### src/rtl/ahb_lite_master.sv
// -----------------------------------------------------------------------------
// ahb_lite_master
//
// Single-master AHB-Lite bus interface. Turns a valid/ready command stream
// into pipelined AHB-Lite SINGLE transfers. The address phase of transfer N+1
// overlaps the data phase of transfer N, so with zero wait states one
// transfer completes every cycle. Each completed transfer produces a
// one-cycle response pulse with no backpressure.
//
// Build option:
//   AHB_MASTER_ERR_EN - when defined, two-cycle ERROR responses are honoured:
//                       the pending address phase is suppressed (HTRANS=IDLE)
//                       during the ERROR response, retained, and re-issued
//                       afterwards. When undefined, HRESP is ignored and
//                       rsp_err is always 0.
//
// Ports:
//   HCLK, HRESETn            clock, synchronous active-low reset
//   cmd_valid/cmd_ready      command handshake (accept on valid & ready)
//   cmd_write/addr/size/wdata command fields; size with bit2 set clamps to word
//   HADDR/HTRANS/HWRITE/HSIZE address-phase outputs
//   HBURST/HPROT/HMASTLOCK   constant SINGLE / data,privileged / unlocked
//   HWDATA                   data-phase write data
//   HRDATA/HREADY/HRESP      muxed slave response
//   rsp_valid/write/rdata/err completion pulse and its attributes
//   busy                     a transfer is in address or data phase
// -----------------------------------------------------------------------------
module ahb_lite_master #(
  parameter int ADDR_WIDTH = 32,
  parameter int DATA_WIDTH = 32
) (
  input  logic                  HCLK,
  input  logic                  HRESETn,
  // command stream
  input  logic                  cmd_valid,
  output logic                  cmd_ready,
  input  logic                  cmd_write,
  input  logic [ADDR_WIDTH-1:0] cmd_addr,
  input  logic [2:0]            cmd_size,
  input  logic [DATA_WIDTH-1:0] cmd_wdata,
  // AHB-Lite master outputs
  output logic [ADDR_WIDTH-1:0] HADDR,
  output logic [1:0]            HTRANS,
  output logic                  HWRITE,
  output logic [2:0]            HSIZE,
  output logic [2:0]            HBURST,
  output logic [3:0]            HPROT,
  output logic                  HMASTLOCK,
  output logic [DATA_WIDTH-1:0] HWDATA,
  // AHB-Lite slave response (already muxed)
  input  logic [DATA_WIDTH-1:0] HRDATA,
  input  logic                  HREADY,
  input  logic                  HRESP,
  // response stream
  output logic                  rsp_valid,
  output logic                  rsp_write,
  output logic [DATA_WIDTH-1:0] rsp_rdata,
  output logic                  rsp_err,
  output logic                  busy
);

  localparam logic [1:0] HTRANS_IDLE   = 2'b00;
  localparam logic [1:0] HTRANS_NONSEQ = 2'b10;

  // Sizes above a word are not supported by the data bus; fold them to word.
  function automatic logic [2:0] clamp_size(input logic [2:0] size);
    return size[2] ? 3'b010 : size;
  endfunction

  // Writes report zero data so the consumer never sees stale bus contents.
  function automatic logic [DATA_WIDTH-1:0] capture_rdata(
    input logic                  is_write,
    input logic [DATA_WIDTH-1:0] bus_data
  );
    return is_write ? '0 : bus_data;
  endfunction

  // Address-phase register
  logic                  ap_valid_q, ap_valid_d;
  logic [ADDR_WIDTH-1:0] ap_addr_q,  ap_addr_d;
  logic                  ap_write_q, ap_write_d;
  logic [2:0]            ap_size_q,  ap_size_d;
  logic [DATA_WIDTH-1:0] ap_wdata_q, ap_wdata_d;

  // Data-phase register
  logic                  dp_valid_q, dp_valid_d;
  logic                  dp_write_q, dp_write_d;
  logic [DATA_WIDTH-1:0] dp_wdata_q, dp_wdata_d;

  // Response register
  logic                  rsp_valid_q, rsp_valid_d;
  logic                  rsp_write_q, rsp_write_d;
  logic [DATA_WIDTH-1:0] rsp_rdata_q, rsp_rdata_d;
  logic                  rsp_err_q,   rsp_err_d;

  logic                  err_hold;
  logic                  err_resp;
  logic                  cmd_accept;

`ifdef AHB_MASTER_ERR_EN
  logic err_hold_q, err_hold_d;

  assign err_hold = err_hold_q;
  assign err_resp = HRESP;

  // First ERROR cycle (HREADY low) arms the hold; the completing second
  // cycle (HREADY high) always releases it.
  always_comb begin
    err_hold_d = err_hold_q;
    if (HREADY) begin
      err_hold_d = 1'b0;
    end else if (HRESP && dp_valid_q) begin
      err_hold_d = 1'b1;
    end
  end

  always_ff @(posedge HCLK) begin
    if (!HRESETn) begin
      err_hold_q <= 1'b0;
    end else begin
      err_hold_q <= err_hold_d;
    end
  end
`else
  logic unused_hresp;

  assign err_hold     = 1'b0;
  assign err_resp     = 1'b0;
  assign unused_hresp = HRESP;
`endif

  assign cmd_ready  = HREADY & ~err_hold;
  assign cmd_accept = cmd_valid & cmd_ready;

  always_comb begin
    ap_valid_d  = ap_valid_q;
    ap_addr_d   = ap_addr_q;
    ap_write_d  = ap_write_q;
    ap_size_d   = ap_size_q;
    ap_wdata_d  = ap_wdata_q;
    dp_valid_d  = dp_valid_q;
    dp_write_d  = dp_write_q;
    dp_wdata_d  = dp_wdata_q;
    rsp_valid_d = 1'b0;
    rsp_write_d = rsp_write_q;
    rsp_rdata_d = rsp_rdata_q;
    rsp_err_d   = rsp_err_q;

    if (HREADY) begin
      // Completion of the transfer currently in its data phase
      if (dp_valid_q) begin
        rsp_valid_d = 1'b1;
        rsp_write_d = dp_write_q;
        rsp_rdata_d = capture_rdata(dp_write_q, HRDATA);
        rsp_err_d   = err_resp;
      end

      if (err_hold) begin
        // The address phase was shown as IDLE this cycle, so it did not move
        // into the data phase; keep it for re-issue next cycle.
        dp_valid_d = 1'b0;
      end else begin
        dp_valid_d = ap_valid_q;
        // Data-phase fields only move with a real transfer so HWDATA keeps
        // its last value across idle cycles.
        if (ap_valid_q) begin
          dp_write_d = ap_write_q;
          dp_wdata_d = ap_wdata_q;
        end

        ap_valid_d = cmd_accept;
        // Address fields hold when nothing is accepted, keeping HADDR quiet.
        if (cmd_accept) begin
          ap_addr_d  = cmd_addr;
          ap_write_d = cmd_write;
          ap_size_d  = clamp_size(cmd_size);
          ap_wdata_d = cmd_wdata;
        end
      end
    end
  end

  always_ff @(posedge HCLK) begin
    if (!HRESETn) begin
      ap_valid_q  <= 1'b0;
      ap_addr_q   <= '0;
      ap_write_q  <= 1'b0;
      ap_size_q   <= 3'b000;
      ap_wdata_q  <= '0;
      dp_valid_q  <= 1'b0;
      dp_write_q  <= 1'b0;
      dp_wdata_q  <= '0;
      rsp_valid_q <= 1'b0;
      rsp_write_q <= 1'b0;
      rsp_rdata_q <= '0;
      rsp_err_q   <= 1'b0;
    end else begin
      ap_valid_q  <= ap_valid_d;
      ap_addr_q   <= ap_addr_d;
      ap_write_q  <= ap_write_d;
      ap_size_q   <= ap_size_d;
      ap_wdata_q  <= ap_wdata_d;
      dp_valid_q  <= dp_valid_d;
      dp_write_q  <= dp_write_d;
      dp_wdata_q  <= dp_wdata_d;
      rsp_valid_q <= rsp_valid_d;
      rsp_write_q <= rsp_write_d;
      rsp_rdata_q <= rsp_rdata_d;
      rsp_err_q   <= rsp_err_d;
    end
  end

  assign HADDR     = ap_addr_q;
  assign HWRITE    = ap_write_q;
  assign HSIZE     = ap_size_q;
  assign HTRANS    = (ap_valid_q && !err_hold) ? HTRANS_NONSEQ : HTRANS_IDLE;
  assign HBURST    = 3'b000;
  assign HPROT     = 4'b0011;
  assign HMASTLOCK = 1'b0;
  assign HWDATA    = dp_wdata_q;

  assign rsp_valid = rsp_valid_q;
  assign rsp_write = rsp_write_q;
  assign rsp_rdata = rsp_rdata_q;
  assign rsp_err   = rsp_err_q;
  assign busy      = ap_valid_q | dp_valid_q;

endmodule

### config.mk
export PLATFORM = sky130hd
export DESIGN_NAME = ahb_lite_master
export DESIGN_NICKNAME = d
export VERILOG_FILES = /design/src/rtl/ahb_lite_master.sv
export SDC_FILE = /design/constraint.sdc
export NUM_CORES = 1
export LEC_CHECK = 0
export BUFFER_PORTS_ARGS = -buffer_cell sky130_fd_sc_hd__clkbuf_2
export CORE_MARGIN = 5
export CORE_UTILIZATION = 40
export CTS_BUF_LIST = sky130_fd_sc_hd__clkbuf_8
export CTS_CLUSTER_SIZE = 20
export DETAILED_ROUTE_END_ITERATION = 7
export PLACE_DENSITY = 0.69
export SETUP_SLACK_MARGIN = 0.5
export SLEW_MARGIN = 20
export SYNTH_ARGS = -nofsm -noshare
export SYNTH_HDL_FRONTEND = slang
export SYNTH_SLANG_ARGS = --single-unit
### constraint.sdc
create_clock -name HCLK -period 1.2 [get_ports HCLK]
set_clock_uncertainty 0.2 [all_clocks]
set_input_delay 0.06 -clock HCLK [delete_from_list [all_inputs] [get_ports HCLK]]
set_output_delay 0.06 -clock HCLK [all_outputs]
set_load 0.02 [all_outputs]
-- Word level (Yosys, flattened, before mapping)
Index checks and enable logic that the tools add are counted.
- bits in registers: 137
- input port bits: 105
- output and inout bits: 115
- logic and storage cells: 21
- bitwise gates (word level): 2
- mux-type cells: 4
- reductions and logical operators: 4
- operators by type and width (cell ; count):
    two-way mux 32 bit ; 1
    AND reduction 2 bit ; 4
    two-way mux 2 bit ; 2
    AND 1 bit ; 1
    two-way mux 1 bit ; 1
    bitwise OR 1 bit ; 1

-- Logic depth before layout (Yosys ltp)
- word-level depth: 2
- depth in mapped cells: 5

-- Least setup slack after synthesis
Ideal clock, no wire load.
- kind: reg-to-reg
- start point: register ap_valid_q
- end point: register dp_wdata_q[10], in the netlist HWDATA[10]
- arrival: 918 ps
- stages on the path, launching flop included: 5
- required time: 868 ps
- library setup time: 132 ps
- clock period less this slack: 1250 ps
- path buffers: 2
- path slack: -50 ps
- cells stage by stage: dfxtp_1 > buf_2 > clkbuf_1 > a21bo_2 > a21oi_1
- cells in the longest elaborated chain, start to end: 1
- ends and longest elaborated chain (element ; line ; source):
    from (decl) ; 79 ; logic ap_valid_q, ap_valid_d;
    from (signal assigned) ; 198 ; ap_valid_q <= ap_valid_d;
    AND reduction 2 bit (no line) ; -- ;
    to (signal assigned) ; 205 ; dp_wdata_q <= dp_wdata_d;
    to (decl) ; 88 ; logic [DATA_WIDTH-1:0] dp_wdata_q, dp_wdata_d;
No other way between the ends.
A chain may end at the register's enable or synchronous reset.

-- Final worst setup path
- start point: register ap_valid_q
- end point: output port busy
- cells in the longest elaborated chain, start to end: 1
- ends and longest elaborated chain (element ; line ; source):
    bitwise OR 1 bit ; 226 ; assign busy = ap_valid_q | dp_valid_q;
    to (decl) ; 59 ; output logic busy
No other way between the ends.

==> load_flow_metrics.sql <==
INSERT INTO impl_metrics (metric_group, metric, value, unit) VALUES
('sta', 'layout_min_cycle_time', '1540', 'ps'),
('critical_path', 'worstSetupStartpoint', 'ap_valid_q', ''),
('clocking', 'clk_latency', '440', 'ps'),
('clocking', 'cts_sinks', '136', ''),
('sta', 'finalHoldViolations', '107', ''),
('synth', 'muxShareOfSynthArea', '0.328', '%'),
('detailed_routing', 'drt_pass1_iterations', '5', ''),
('floorplan', 'dieHeight', '133', 'um'),
('critical_path', 'crit_type', 'flop to output pin', ''),
('synth', 'synth_simple_gate_area_share', '13.3', '%'),
('detailed_routing', 'detail_route.wl_per_cell', '20.6', 'um'),
('critical_path', 'cpLargestDelayFamily', 'flip-flops', ''),
('sta', 'setup_viol', '71', ''),
('clocking', 'maximum_buffer_depth_of_the_clock_tree', '2', ''),
('synth', 'synthesis.yosys.warnings', '0', ''),
('finish', 'final.fill_count', '915', ''),
('global_route', 'grt_use_met1', '26.8', '%'),
('global_route', 'grt.overflow.total', '0', ''),
('synth', 'synth-async-reset-ratio', '0', '%'),
('placement', 'placement.io_buffers', '207', ''),
('detailed_routing', 'drc', '0', ''),
('placement', 'gpl.final_weighted_congestion', '0.738', ''),
('critical_path', 'number_of_buffer_and_inverter_stages_on_the_critical_path', '2', ''),
('critical_path', 'cp_max_fo', '3', ''),
('sta', 'holdWs', '-332', 'ps'),
('finish', 'insertedDiodeCount', '0', ''),
('floorplan', 'fp-row-count', '45', ''),
('critical_path', 'cp-start-kind', 'flop', ''),
('synth', 'ys_types', '19', ''),
('detailed_routing', 'drt_antenna_net_count', '0', ''),
('synth', 'synth-main-ff-cell', 'sky130_fd_sc_hd__dfxtp_1', ''),
('pwr', 'fin_total_pwr', '10700', 'uW'),
('placement', 'detailed_place_hpwl', '10.2', 'mm'),
('clocking', 'htree_num_levels', '4', ''),
('floorplan', 'top_level_ports', '220', ''),
('synth', 'netlist.top_cell.by_area', 'sky130_fd_sc_hd__dfxtp_1', ''),
('sta', 'finalCritPeriodShare', '129', '%'),
('synth', 'synth.cell_area', '6100', 'um^2'),
('run_status', 'failed_checks', 'negative hold slack, negative setup slack', ''),
('clocking', 'clock_tree_from_tritoncts', 'built', ''),
('detailed_routing', 'dr.first_iter.drc_count', '337', ''),
('global_route', 'antenna_violations_before_repair', '0', ''),
('sta', 'timing.fmax', '0.647', 'GHz'),
('pwr', 'power.density', '978', 'nW/um^2'),
('finish', 'design_area', '11000', 'um^2'),
('run_status', 'status', 'finished, violations left', ''),
('worst_hold_path', 'worst_min_delay_path_category', 'input port to flop', ''),
('critical_path', 'cp_cell_sequence', 'buf_12 > or2_4 > buf_8', ''),
('critical_path', 'critical-path-slowest-cell', 'sky130_fd_sc_hd__dfxtp_4', ''),
('clocking', 'clk_pin_slew', '90', 'ps'),
('finish', 'finalNetCount', '1037', ''),
('finish', 'mostFrequentLayoutCell', 'sky130_fd_sc_hd__dfxtp_2', ''),
('sta', 'finalWorstSetupSlack', '-345', 'ps'),
('floorplan', 'placeableCoreArea', '15100', 'um^2'),
('detailed_routing', 'route.detailed.vias_per_inst', '5.49', ''),
('synth', 'synth_seq_area_share', '44.7', '%'),
('critical_path', 'timing.rr.start', 'ap_valid_q', ''),
('synth', 'synth_cells', '635', ''),
('placement', 'dpl_worst_slack', '8.51', 'ps'),
('critical_path', 'crit_required', '940', 'ps'),
('worst_hold_path', 'timing.hold.worst.start', 'HRDATA[12]', ''),
('synth', 'number_of_enable_flip_flop_cells_after_synthesis', '0', ''),
('global_route', 'grt_start_max_net_pins', '41', ''),
('global_route', 'globalRouteMet2Util', '39.2', '%'),
('pwr', 'p_leak', '0.00438', 'uW'),
('sta', 'slew_violations', '0', ''),
('synth', 'largest_family_of_logic_cells_by_synthesized_area', 'compound AO/OA/AOI/OAI gates', ''),
('critical_path', 'crit_path_max_incr_delay', '360', 'ps'),
('finish', 'area_growth_syn_to_layout', '80.0', '%'),
('global_route', 'gr-max-usage-layer', 'met2', ''),
('floorplan', 'floorplan.die.width', '133', 'um');
[power by group]
part / internal, uW / switching (uW)
Combinational: 1020 / 922
Sequential: 4650 / 106
Clock: 2150 / 1890
Total: 7820 / 2920
[path summary, 6_finish.rpt]
path | end | slack [ps] | depth (start not counted)
worst min-delay path | rsp_rdata[12] | -330 | 3
worst max register to register | HWDATA[14] | -280 | 6
worst min register to register | HWDATA[31] | 270 | 2
worst max-delay path | busy | -340 | 3
[cell type report]
| class | count | area share (%) |
|---|---|---|
| clock buffer | 19 | 2.38 |
| timing repair buffer | 360 | 36.5 |
| sequential | 136 | 26.6 |
| inverter | 1 | 0.0570 |
| multi-input combinational | 416 | 30.9 |
| clock inverter | 13 | 1.40 |
| tap | 188 | 2.14 |
[state kept, by name, summed over array words and instances (netlist names), 2 cells and up]
signal / count
HWDATA: 32
HADDR: 32
HSIZE: 2
ap_wdata_q: 32
rsp_rdata: 32
[per-stage QoR]
step | hold WS [ps] | std cells | utilization [%]
2_1_floorplan | 1.47 | 644 | -
3_3_place_gp | 97.3 | 984 | 48.8
3_5_place_dp | 104 | 984 | 48.8
4_1_cts | -370 | 1109 | 67.5
5_1_grt | -354 | 1133 | 72.7
6_report | -332 | 1133 | 72.7
[worst register-to-register path, stage by stage, from the launching register on]
cell and delay [ps]:
sky130_fd_sc_hd__dfxtp_4 360, sky130_fd_sc_hd__buf_4 140, sky130_fd_sc_hd__buf_12 120, sky130_fd_sc_hd__bufbuf_16 270, sky130_fd_sc_hd__buf_4 140, sky130_fd_sc_hd__nand3_1 70
sky130_fd_sc_hd__a21oi_2 70
[logic make-up after synthesis]
kind of cell	after synthesis
AO/OA/AOI/OAI	266
buffers and inverters	92
flip-flops	136
AND/OR/NAND/NOR	137
multiplexers	2
other	2
[cells in the mapped netlist (2+ instances only)]
cell type and n:
sky130_fd_sc_hd__buf_2 26, sky130_fd_sc_hd__a21bo_1 80, sky130_fd_sc_hd__nand4b_1 33, sky130_fd_sc_hd__clkbuf_1 27, sky130_fd_sc_hd__nor2_1 3, sky130_fd_sc_hd__a21bo_2 52, sky130_fd_sc_hd__nand3_1 99, sky130_fd_sc_hd__buf_1 6
sky130_fd_sc_hd__mux2i_1 2, sky130_fd_sc_hd__conb_1 2, sky130_fd_sc_hd__dfxtp_1 136, sky130_fd_sc_hd__buf_4 21, sky130_fd_sc_hd__buf_6 10, sky130_fd_sc_hd__a21oi_1 133
[what timing repair did]
item,4_1_cts,5_1_grt
resized for setup,372,219
endpoints found under the setup margin,240,240
hold endpoints to repair,136,131
buffers inserted,33,22
gates cloned,15,2
pin swaps,24,33
[routing by layer]
layer / share of wire, % / vias up / routed length [um]
li1: - / 2869 / -
met1: 38 / 3038 / 8800
met2: 53 / 267 / 12400
met3: 6.5 / 46 / 1510
met4: 2.7 / 0 / 627
met5: 0 / - / 0
(Power assumes the default switching activity.)
